===== src/rtl/result_dump_pkg.sv =====
// Shared types and constants for the result_dump readout stage.
// RESULT_DUMP_CHECKSUM_EN selects the 34-byte framed variant with a trailing XOR byte.
package result_dump_pkg;

  typedef enum logic [1:0] {IDLE, SEND, DONE} state_t;

  localparam int unsigned REG_W     = 12;
  localparam int unsigned NUM_REGS  = 16;
  localparam logic [7:0]  SYNC_BYTE = 8'hA5;

`ifdef RESULT_DUMP_CHECKSUM_EN
  localparam int unsigned FRAME_LEN = 34;
`else
  localparam int unsigned FRAME_LEN = 33;
`endif

endpackage


===== src/rtl/result_dump_byte_sel.sv =====
// Maps a frame byte index onto the header, a register nibble/byte, or the checksum.
// RESULT_DUMP_CHECKSUM_EN adds the XOR byte at index 2*NUM_REGS+1.
module result_byte_sel #(
  parameter int unsigned REG_W     = result_dump_pkg::REG_W,
  parameter int unsigned NUM_REGS  = result_dump_pkg::NUM_REGS,
  parameter logic [7:0]  SYNC_BYTE = result_dump_pkg::SYNC_BYTE
) (
  input  logic [NUM_REGS*REG_W-1:0] snap,
  input  logic [5:0]                idx,
  output logic [7:0]                byte_out
);
  import result_dump_pkg::*;

  logic [5:0]       data_idx;
  logic [REG_W-1:0] reg_sel;

  // Data bytes start at index 1: even offsets carry the high nibble, odd the low byte.
  assign data_idx = idx - 6'd1;

  always_comb begin
    reg_sel = '0;
    for (int unsigned k = 0; k < NUM_REGS; k++) begin
      if (data_idx[5:1] == 5'(k)) reg_sel = snap[k*REG_W +: REG_W];
    end
  end

`ifdef RESULT_DUMP_CHECKSUM_EN
  logic [7:0] csum;

  always_comb begin
    csum = '0;
    for (int unsigned k = 0; k < NUM_REGS; k++) begin
      csum = csum ^ {4'h0, snap[k*REG_W+8 +: 4]} ^ snap[k*REG_W +: 8];
    end
  end
`endif

  always_comb begin
    byte_out = '0;
    if (idx == '0) begin
      byte_out = SYNC_BYTE;
    end else if (idx <= 6'(2*NUM_REGS)) begin
      byte_out = data_idx[0] ? reg_sel[7:0] : {4'h0, reg_sel[REG_W-1:8]};
    end
`ifdef RESULT_DUMP_CHECKSUM_EN
    else if (idx == 6'(2*NUM_REGS + 1)) begin
      byte_out = csum;
    end
`endif
  end

endmodule


===== src/rtl/result_dump.sv =====
// Snapshots r1..r16 on the rising edge of end_process and streams them as a framed
// valid/ready byte sequence. RESULT_DUMP_CHECKSUM_EN appends an XOR checksum byte.
module result_dump #(
  parameter int unsigned REG_W     = result_dump_pkg::REG_W,
  parameter int unsigned NUM_REGS  = result_dump_pkg::NUM_REGS,
  parameter logic [7:0]  SYNC_BYTE = result_dump_pkg::SYNC_BYTE
) (
  input  logic             clk,
  input  logic             rst_n,
  input  logic [REG_W-1:0] r1,
  input  logic [REG_W-1:0] r2,
  input  logic [REG_W-1:0] r3,
  input  logic [REG_W-1:0] r4,
  input  logic [REG_W-1:0] r5,
  input  logic [REG_W-1:0] r6,
  input  logic [REG_W-1:0] r7,
  input  logic [REG_W-1:0] r8,
  input  logic [REG_W-1:0] r9,
  input  logic [REG_W-1:0] r10,
  input  logic [REG_W-1:0] r11,
  input  logic [REG_W-1:0] r12,
  input  logic [REG_W-1:0] r13,
  input  logic [REG_W-1:0] r14,
  input  logic [REG_W-1:0] r15,
  input  logic [REG_W-1:0] r16,
  input  logic             end_process,
  output logic [7:0]       tx_data,
  output logic             tx_valid,
  input  logic             tx_ready,
  output logic             busy,
  output logic             dump_done
);
  import result_dump_pkg::*;

  localparam logic [5:0] LAST_IDX = 6'(FRAME_LEN - 1);

  state_t                    state, state_d;
  logic                      end_q;
  logic                      rise;
  logic [5:0]                idx, idx_d, idx_nxt;
  logic [NUM_REGS*REG_W-1:0] snap, snap_d, live;
  logic [7:0]                tx_data_d, sel_byte;
  logic                      tx_valid_d, busy_d, dump_done_d;

  assign live    = {r16, r15, r14, r13, r12, r11, r10, r9, r8, r7, r6, r5, r4, r3, r2, r1};
  assign rise    = end_process & ~end_q;
  assign idx_nxt = idx + 6'd1;

  // The byte after the current one is looked up so it can be registered on the handshake edge.
  result_byte_sel #(
    .REG_W    (REG_W),
    .NUM_REGS (NUM_REGS),
    .SYNC_BYTE(SYNC_BYTE)
  ) u_byte_sel (
    .snap    (snap),
    .idx     (idx_nxt),
    .byte_out(sel_byte)
  );

  always_ff @(posedge clk or negedge rst_n) begin
    if (!rst_n) begin
      state     <= IDLE;
      end_q     <= 1'b0;
      idx       <= '0;
      snap      <= '0;
      tx_data   <= '0;
      tx_valid  <= 1'b0;
      busy      <= 1'b0;
      dump_done <= 1'b0;
    end else begin
      state     <= state_d;
      end_q     <= end_process;
      idx       <= idx_d;
      snap      <= snap_d;
      tx_data   <= tx_data_d;
      tx_valid  <= tx_valid_d;
      busy      <= busy_d;
      dump_done <= dump_done_d;
    end
  end

  always_comb begin
    state_d     = state;
    idx_d       = idx;
    snap_d      = snap;
    tx_data_d   = tx_data;
    tx_valid_d  = tx_valid;
    busy_d      = busy;
    dump_done_d = dump_done;
    unique case (state)
      IDLE: begin
        if (rise) begin
          snap_d     = live;
          idx_d      = '0;
          tx_data_d  = SYNC_BYTE;
          tx_valid_d = 1'b1;
          busy_d     = 1'b1;
          state_d    = SEND;
        end
      end
      SEND: begin
        if (tx_ready) begin
          if (idx == LAST_IDX) begin
            idx_d       = '0;
            tx_data_d   = '0;
            tx_valid_d  = 1'b0;
            busy_d      = 1'b0;
            dump_done_d = 1'b1;
            state_d     = DONE;
          end else begin
            idx_d     = idx_nxt;
            tx_data_d = sel_byte;
          end
        end
      end
      DONE: begin
        if (!end_process) begin
          dump_done_d = 1'b0;
          state_d     = IDLE;
        end
      end
      default: state_d = IDLE;
    endcase
  end

endmodule


===== config.mk =====
export PLATFORM = sky130hd
export DESIGN_NAME = result_dump
export DESIGN_NICKNAME = d
export VERILOG_FILES = /design/src/rtl/result_dump_pkg.sv /design/src/rtl/result_dump_byte_sel.sv /design/src/rtl/result_dump.sv
export SDC_FILE = /design/constraint.sdc
export NUM_CORES = 1
export LEC_CHECK = 0
export ABC_AREA = 1
export BUFFER_PORTS_ARGS = -buffer_cell sky130_fd_sc_hd__buf_2
export CAP_MARGIN = 10
export CORE_MARGIN = 2
export CORE_UTILIZATION = 40
export DETAILED_ROUTE_END_ITERATION = 10
export PLACE_DENSITY = 0.62
export SKIP_CTS_REPAIR_TIMING = 1
export SLEW_MARGIN = 20
export SYNTH_ARGS = -nofsm -noshare
export SYNTH_HDL_FRONTEND = slang
export SYNTH_SLANG_ARGS = --single-unit

===== constraint.sdc =====
create_clock -name clk -period 3.2 [get_ports clk]
set_clock_uncertainty 0.1 [all_clocks]
set_input_delay 0.16 -clock clk [delete_from_list [all_inputs] [get_ports clk]]
set_output_delay 0.16 -clock clk [all_outputs]
set_load 0.02 [all_outputs]

==> results_tabular.tex, run 1 <==
\begin{tabular}{lr}
\hline
Metric & Value \\
\hline
\multicolumn{2}{l}{\textbf{Worst setup path}} \\
Critical-path maximum fanout & 6 \\
Setup slack, reg-to-reg & -0.06 ns \\
Critical Path AT & approximately 3.6 ns \\
Depth of the worst register-to-register path & 25 \\
Category of the worst setup path launch point & flip-flop \\
Beginning of the worst register-to-register path & idx[0]\$\_DFFE\_PN0P\_ \\
Worst Path Class, Setup & flip-flop to flip-flop \\
Crit. End Element & flip-flop \\
Endpoint of the worst-slack reg-to-reg timing path & tx\_data[3]\$\_DFFE\_PN0P\_ \\
Critical Path RT & 3.51 ns \\
\multicolumn{2}{l}{\textbf{Synth}} \\
Synth Instances & roughly 1300 \\
Post-synthesis area per instance & $\sim$7.5 sq um \\
Share of synthesized area occupied by flip-flops and latches & 0.5376 \\
Count of flip-flops with a built-in enable after synthesis & 0 \\
Most area-hungry cell type in the Yosys netlist & dfrtp\_1 \\
Share of flip-flops with an asynchronous set or reset after synthesis & 1.000 \\
Largest cells by area after synthesis & dfrtp\_1 (54\%), nand2\_1 (27\%), inv\_1 (2.9\%), nand4\_1 (2.7\%), nor2\_1 (2.4\%) \\
Number of distinct library cells after synthesis & 32 \\
Post-Syn Nets & $\sim$1500 \\
Cell area after synthesis & between 9000 and 10000 sq um \\
Fraction of post-synthesis cell area in the top cell type by area & 0.5376 \\
Post-synthesis sequential element count & between 200 and 250 \\
Most used flip-flop cell after synthesis & dfrtp\_1 \\
Number of warnings issued by yosys & 0 \\
\multicolumn{2}{l}{\textbf{Run status}} \\
Failing checks & setup timing \\
Status & complete, but fails checks \\
\multicolumn{2}{l}{\textbf{Timing}} \\
Worst slew margin relative to its limit & 0.2889 \\
Fin Setup TNS & -0.07274 ns \\
Minimum period implied by the final worst setup slack & around 3.3 ns \\
Final worst-path setup slack & -0.06490 ns \\
Number of endpoints with negative hold slack in the final report & 0 \\
Transition time of the tightest slew-check pin & approximately 1.1 ns \\
Max Fclk & roughly 0.3 GHz \\
WHS & 0.2127 ns \\
Unrepaired setup endpoints after global routing & true \\
Final worst-path cycle share & 1.020 \\
Final count of negative-setup-slack endpoints & 2 \\
Count of final max-slew check failures & 0 \\
\multicolumn{2}{l}{\textbf{CTS}} \\
CTS H-tree depth & 1 \\
Max clock buf depth & 3 \\
Skew-Pair Late Insertion Delay & about 0.52 ns \\
Clk root buf & clkbuf\_16 \\
Number of buffers inserted during clock tree synthesis & 24 \\
TritonCTS clock tree & built \\
Total clock sinks & 211 \\
Clock Pin Slew Worst Setup and Hold Paths & roughly 0.06 ns \\
\multicolumn{2}{l}{\textbf{Global routing}} \\
First-pass GRT wire length & 47400 microns \\
All-Layer GR Usage & 0.2322 \\
Number of antenna violations at the first check in global routing & 0 \\
Maximum number of pins on one net before global-route repair & between 200 and 250 \\
Via count of the first global-routing pass & $\sim$9000 \\
GRT Residual Overflow & 0 \\
\multicolumn{2}{l}{\textbf{Finish}} \\
Top library cells by usage in the layout, fill and taps aside & nand2\_1 (690), dfrtp\_1 (210), buf\_2 (205), dlygate4sd3\_1 (195), inv\_1 (66) \\
Area added between synthesis and finish & 49.23\% \\
Ratio of cells with drive above 1 in the final layout & 0.2277 \\
Most common cell after layout, fill and taps aside & nand2\_1 \\
Total number of nets in the final design & about 2000 \\
Diodes inserted & 0 \\
Post-route cell area & 14660 sq um \\
\multicolumn{2}{l}{\textbf{Power}} \\
Leak pwr & between 7 and 8 nW \\
Part of the power in the clock network & 0.220 \\
Proportion of power drawn by combinational gates & 0.394 \\
Worst supply voltage drop on vdd & between 0.0004 and 0.0005 V \\
PwrDens & between 800 and 900 nW/um\^{}2 \\
Sequential power share & 0.386 \\
Total internal power & 7.411 mW \\
Post-layout power & approximately 12 mW \\
Switching power summed over all nets & $\sim$4.8 mW \\
Sw Share & 0.3932 \\
\multicolumn{2}{l}{\textbf{Place}} \\
Count of port buffers added during placement & a little over 200 \\
Placement-stage worst setup slack & -0.3089 ns \\
Instance area at placement & around 12000 sq um \\
Gpl congestion & 0.8567 \\
Half-perimeter wire length after placement & between 20000 and 25000 microns \\
\multicolumn{2}{l}{\textbf{Floorplanning}} \\
Full die area & between 20000 and 30000 sq um \\
Ports & slightly above 200 \\
Core box area & approximately 24000 sq um \\
Cell row count & 57 \\
Chip Height & 160.7 microns \\
Die outline width & roughly 160 microns \\
Initial core utilization & 0.4062 \\
\multicolumn{2}{l}{\textbf{Flow run}} \\
Max-capacitance violation count & 0 \\
\multicolumn{2}{l}{\textbf{Routing}} \\
DRC violations left & 0 \\
Number of search-and-repair iterations in the first detailed-routing pass & 6 \\
Drt via density & just under 5 \\
Final ANT Viol Nets & 0 \\
DR vias & roughly 10000 \\
Detailed Route WL & around 34000 microns \\
Average routed wire per standard cell & 16.05 microns \\
Drt initial violations & roughly 850 \\
\multicolumn{2}{l}{\textbf{Hold path}} \\
Path category of the worst min-delay check & input port to async pin \\
\hline
\end{tabular}
==> cells by family (layout without fill, tap and decap cells) <==
logic type                 Yosys count  count (layout)  share of synthesized area
adders and majority gates            2               2                   0.002548
DFF                                211             211                     0.5376
AOI/OAI and AO/OA                   91              91                    0.04867
buffers and inverters              141             604                    0.05784
and+or+nand+nor                    865             866                     0.3533
==> cell usage after synthesis, types with 2 or more instances <==
cell type	count
nand2_2	7
o21ai_1	2
nor2_1	63
or2_1	2
nor3_1	3
nand3_1	26
nor2_4	2
inv_1	76
o22ai_1	7
dfrtp_1	211
nand4_1	42
buf_1	3
nor2_2	3
buf_6	3
inv_2	6
or2_2	11
buf_2	7
nand2_1	703
ha_1	2
a21oi_1	33
buf_4	2
clkbuf_1	43
o21ai_0	44
==> worst max-delay path by stage <==
stage,startpoint,to,cells after the start
final,idx[0]$_DFFE_PN0P_,tx_data[3]$_DFFE_PN0P_,25
after floorplan,idx[0]$_DFFE_PN0P_,tx_data[0]$_DFFE_PN0P_,22
after detailed placement,idx[0]$_DFFE_PN0P_,tx_data[3]$_DFFE_PN0P_,25
after CTS,idx[0]$_DFFE_PN0P_,tx_data[3]$_DFFE_PN0P_,25
after global routing,idx[0]$_DFFE_PN0P_,tx_data[3]$_DFFE_PN0P_,24
after global placement,idx[0]$_DFFE_PN0P_,tx_data[3]$_DFFE_PN0P_,25
==> sequential cells by signal, indices dropped and copies added (netlist names) <==
signal and cells:
snap 192, tx_data 8, end_q 1, busy 1
idx 6, dump_done 1, state 2
==> final cells by class <==
| type | instances | area, sq um |
|---|---|---|
| fillers | 2092 | 9522 |
| flip-flops and latches | 211 | 5281 |
| multi-input cells | 959 | 4214 |
| repair buffers | 477 | 3665 |
| clock buffers | 37 | 699.4 |
| well taps | 324 | 405.4 |
| inverters | 83 | 314.1 |
| clock inverters | 7 | 76.32 |
==> routing by layer <==
metal	share of wire	GRT usage	vias to the layer above	routed length [microns]
li1	-	-	4953	-
met1	0.44	0.3469	4707	14910
met2	0.47	0.3591	369	15890
met3	0.066	0.03900	50	2221
met4	0.019	0.04708	0	641
met5	0	0	-	0
==> metrics by stage <==
| step | instances | util |
|---|---|---|
| final | 2098 | 0.6062 |
| after global routing | 2098 | 0.6062 |
| after floorplan | 1310 | - |
| after global placement | 1844 | 0.4786 |
| after CTS | 1888 | 0.5107 |
| after detailed placement | 1844 | 0.4786 |
==> power by group through the flow <==
stage               Sequential [mW]  Clock (mW)  Combinational, mW
global placement               4.72           0               4.01
finish                         4.72        2.69               4.81
detailed placement             4.71           0               4.09
CTS                            4.68        2.73               4.12
floorplan                      4.43           0               2.53
global route                   4.84        2.85               5.39
==> critical path: stages, from the launching register on <==
cell,delay [ns]
dfrtp_1,0.43
inv_2,0.10
ha_4,0.20
inv_2,0.05
nand2_1,0.06
inv_2,0.07
nand2_4,0.06
nor2_4,0.10
nand2_2,0.06
nand2_2,0.09
nand2_4,0.10
nand3_4,0.10
nor2_4,0.06
buf_4,0.13
nand2_1,0.05
nand2_1,0.06
a21oi_2,0.15
nand3_2,0.14
nor3_4,0.23
nand4_1,0.14
nor2_1,0.18
nand4_1,0.18
nand2_1,0.11
nand2_1,0.06
nand3_2,0.08
nand2_1,0.05
(Power assumes the default switching activity.)
==> run 2, diff against run 1 <==
CTS_BUF_LIST = sky130_fd_sc_hd__clkbuf_4   (was default)
==> run 2 against run 1 <==
  * The flow still finishes with violations (setup timing)
  * Cell count up 2.8%
  * Register-to-register slack better by 0.03 ns
  * First-iteration DRC count up 2.0%
  * Power down 2.0%
  * Routed wire length up 1.4%
  * Count of clock-buffer cells in the layout up 50
  * Via count up 2.2%
  * Critical endpoint unchanged
==> results_tabular.tex, run 2 (same netlist as run 1, synthesis figures left out) <==
\begin{tabular}{lr}
\hline
Metric & Value \\
\hline
\multicolumn{2}{l}{\textbf{Run status}} \\
Status & complete, but fails checks \\
Failing checks & setup timing \\
\multicolumn{2}{l}{\textbf{Finish}} \\
Max reg flops & around 190 \\
Area added between synthesis and finish & 48.88\% \\
Non-filler instance count after layout & about 2200 \\
Most common cell after layout, fill and taps aside & nand2\_1 \\
Top register by number of flip-flops & snap \\
Top library cells by usage in the layout, fill and taps aside & nand2\_1 (690), dfrtp\_1 (210), buf\_2 (205), dlygate4sd3\_1 (195), clkbuf\_4 (87) \\
Total number of nets in the final design & around 2000 \\
Core utilization of the finished layout & 0.6048 \\
Biggest regs & snap: 192 flops, tx\_data: 8 flops, idx: 6 flops \\
Ratio of cells with drive above 1 in the final layout & 0.2515 \\
\multicolumn{2}{l}{\textbf{Timing}} \\
Final worst-path setup slack & -0.03774 ns \\
Final worst-path cycle share & 1.012 \\
Number of endpoints with negative hold slack in the final report & 0 \\
Unrepaired setup endpoints after global routing & true \\
Minimum period implied by the final worst setup slack & between 3 and 4 ns \\
Transition time of the tightest slew-check pin & $\sim$1.1 ns \\
WHS & 0.02877 ns \\
Final count of negative-setup-slack endpoints & 1 \\
Count of final max-slew check failures & 0 \\
Fin Setup TNS & -0.03774 ns \\
Worst slew margin relative to its limit & 0.2638 \\
Max Fclk & approximately 0.31 GHz \\
\multicolumn{2}{l}{\textbf{Global routing}} \\
All-Layer GR Usage & 0.2348 \\
Maximum number of pins on one net before global-route repair & 228 \\
Via count of the first global-routing pass & approximately 9200 \\
First-pass GRT wire length & roughly 48000 microns \\
Number of antenna violations at the first check in global routing & 1 \\
GRT Residual Overflow & 0 \\
\multicolumn{2}{l}{\textbf{Power}} \\
Switching power summed over all nets & $\sim$4.8 mW \\
Worst supply voltage drop on vdd & approximately 0.00034 V \\
Sw Share & 0.4038 \\
Part of the power in the clock network & 0.203 \\
PwrDens & 818.3 nW/um\^{}2 \\
Sequential power share & 0.395 \\
Leak pwr & roughly 7.6 nW \\
Proportion of power drawn by combinational gates & 0.402 \\
Total internal power & 7.134 mW \\
\multicolumn{2}{l}{\textbf{Floorplanning}} \\
Die outline width & 160.7 microns \\
Core box area & approximately 24000 sq um \\
Initial core utilization & 0.4062 \\
Ports & between 200 and 250 \\
Full die area & between 20000 and 30000 sq um \\
Cell row count & 57 \\
Chip Height & between 150 and 200 microns \\
\multicolumn{2}{l}{\textbf{CTS}} \\
Clk root buf & clkbuf\_4 \\
CTS H-tree depth & 2 \\
TritonCTS clock tree & built \\
Number of buffers inserted during clock tree synthesis & 57 \\
Max clock buf depth & 3 \\
Skew-Pair Late Insertion Delay & around 0.70 ns \\
Total clock sinks & around 210 \\
Clock Pin Slew Worst Setup and Hold Paths & 0.06 ns \\
\multicolumn{2}{l}{\textbf{Place}} \\
Placed Cells incl. Taps & $\sim$1800 \\
Placement-stage worst setup slack & -0.3089 ns \\
Count of port buffers added during placement & a little over 200 \\
Half-perimeter wire length after placement & around 22000 microns \\
Gpl congestion & approximately 0.86 \\
\multicolumn{2}{l}{\textbf{Worst setup path}} \\
Setup slack, reg-to-reg & -0.04 ns \\
Critical Path RT & between 3 and 4 ns \\
Crit. End Element & flip-flop \\
Worst Path Class, Setup & flip-flop to flip-flop \\
Critical-path maximum fanout & 6 \\
Category of the worst setup path launch point & flip-flop \\
Critical Path AT & 3.68 ns \\
\multicolumn{2}{l}{\textbf{Flow run}} \\
Max-capacitance violation count & 0 \\
\multicolumn{2}{l}{\textbf{Routing}} \\
Detailed Route WL & 34150 microns \\
Average routed wire per standard cell & 15.84 microns \\
DR vias & between 10000 and 15000 \\
Drt via density & 4.777 \\
Final ANT Viol Nets & 0 \\
DRC violations left & 0 \\
Drt initial violations & between 800 and 900 \\
Number of search-and-repair iterations in the first detailed-routing pass & 5 \\
\multicolumn{2}{l}{\textbf{Hold path}} \\
Path category of the worst min-delay check & input port to async pin \\
\hline
\end{tabular}
==> run 2: cell count changes in the layout (fill, tap and decap cells not counted), sizes merged <==
cell | before | now
clkbuf | 38 | 88
buf | 281 | 282
clkinvlp | 2 | 1
clkinv | 5 | 10
diode | 0 | 3
==> run 2: layout make-up <==
type	count	area (sq um)
inverter	83	314.1
sequential	211	5281
clock buffer	87	653.1
clock inverter	11	73.82
multi-input combinational	959	4214
tap	324	405.4
antenna	3	7.507
timing repair buffer	478	3672
fill	2118	9555
==> run 2: power groups by stage <==
stage	Combinational [mW]	Sequential [mW]	Clock, mW
finish	4.81	4.72	2.43
global route	5.39	4.84	2.62
CTS	4.12	4.68	2.48
detailed placement	4.09	4.71	0
global placement	4.01	4.72	0
floorplan	2.53	4.43	0
==> run 2: routing by layer <==
| layer | part of all wire | track usage | routed length [microns] | up-vias |
|---|---|---|---|---|
| li1 | - | - | - | 5047 |
| met1 | 0.44 | 0.3424 | 15150 | 4758 |
| met2 | 0.47 | 0.3605 | 15950 | 414 |
| met3 | 0.064 | 0.04494 | 2181 | 81 |
| met4 | 0.025 | 0.06494 | 866 | 0 |
| met5 | 0 | 0 | 0 | - |
==> run 2: worst max-delay path, cell delays in order, from the launching register on <==
cell     delay, ns
dfrtp_1       0.43
inv_2         0.10
ha_4          0.20
inv_2         0.05
nand2_1       0.06
inv_2         0.07
nand2_4       0.06
nor2_4        0.10
nand2_2       0.06
nand2_2       0.09
nand2_4       0.10
nand3_4       0.10
nor2_4        0.06
buf_4         0.13
nand2_1       0.05
nand2_1       0.06
a21oi_2       0.15
nand3_2       0.14
nor3_4        0.23
nand4_1       0.14
nor2_1        0.18
nand4_1       0.16
nand2_1       0.10
nand2_1       0.06
nand3_2       0.08
nand2_1       0.05
==> run 2: stage by stage <==
stage,power [mW],cell area (sq um)
floorplan,6.961,9821
global placement,8.728,11570
detailed placement,8.801,11570
CTS,11.27,12300
global route,12.85,14620
finish,11.96,14620
==> run 2: path summary, 6_finish.rpt <==
| check | start | to | cells after the start |
|---|---|---|---|
| worst min register to register | snap[111]$_DFFE_PN0P_ | snap[111]$_DFFE_PN0P_ | 2 |
| max in group asynchronous | rst_n | snap[151]$_DFFE_PN0P_ | 3 |
| min in group clk | end_process | end_q$_DFF_PN0_ | 2 |
| worst max register to register | idx[0]$_DFFE_PN0P_ | tx_data[3]$_DFFE_PN0P_ | 25 |
| worst min-delay path | rst_n | snap[38]$_DFFE_PN0P_ | 2 |
| worst max-delay path | idx[0]$_DFFE_PN0P_ | tx_data[3]$_DFFE_PN0P_ | 25 |
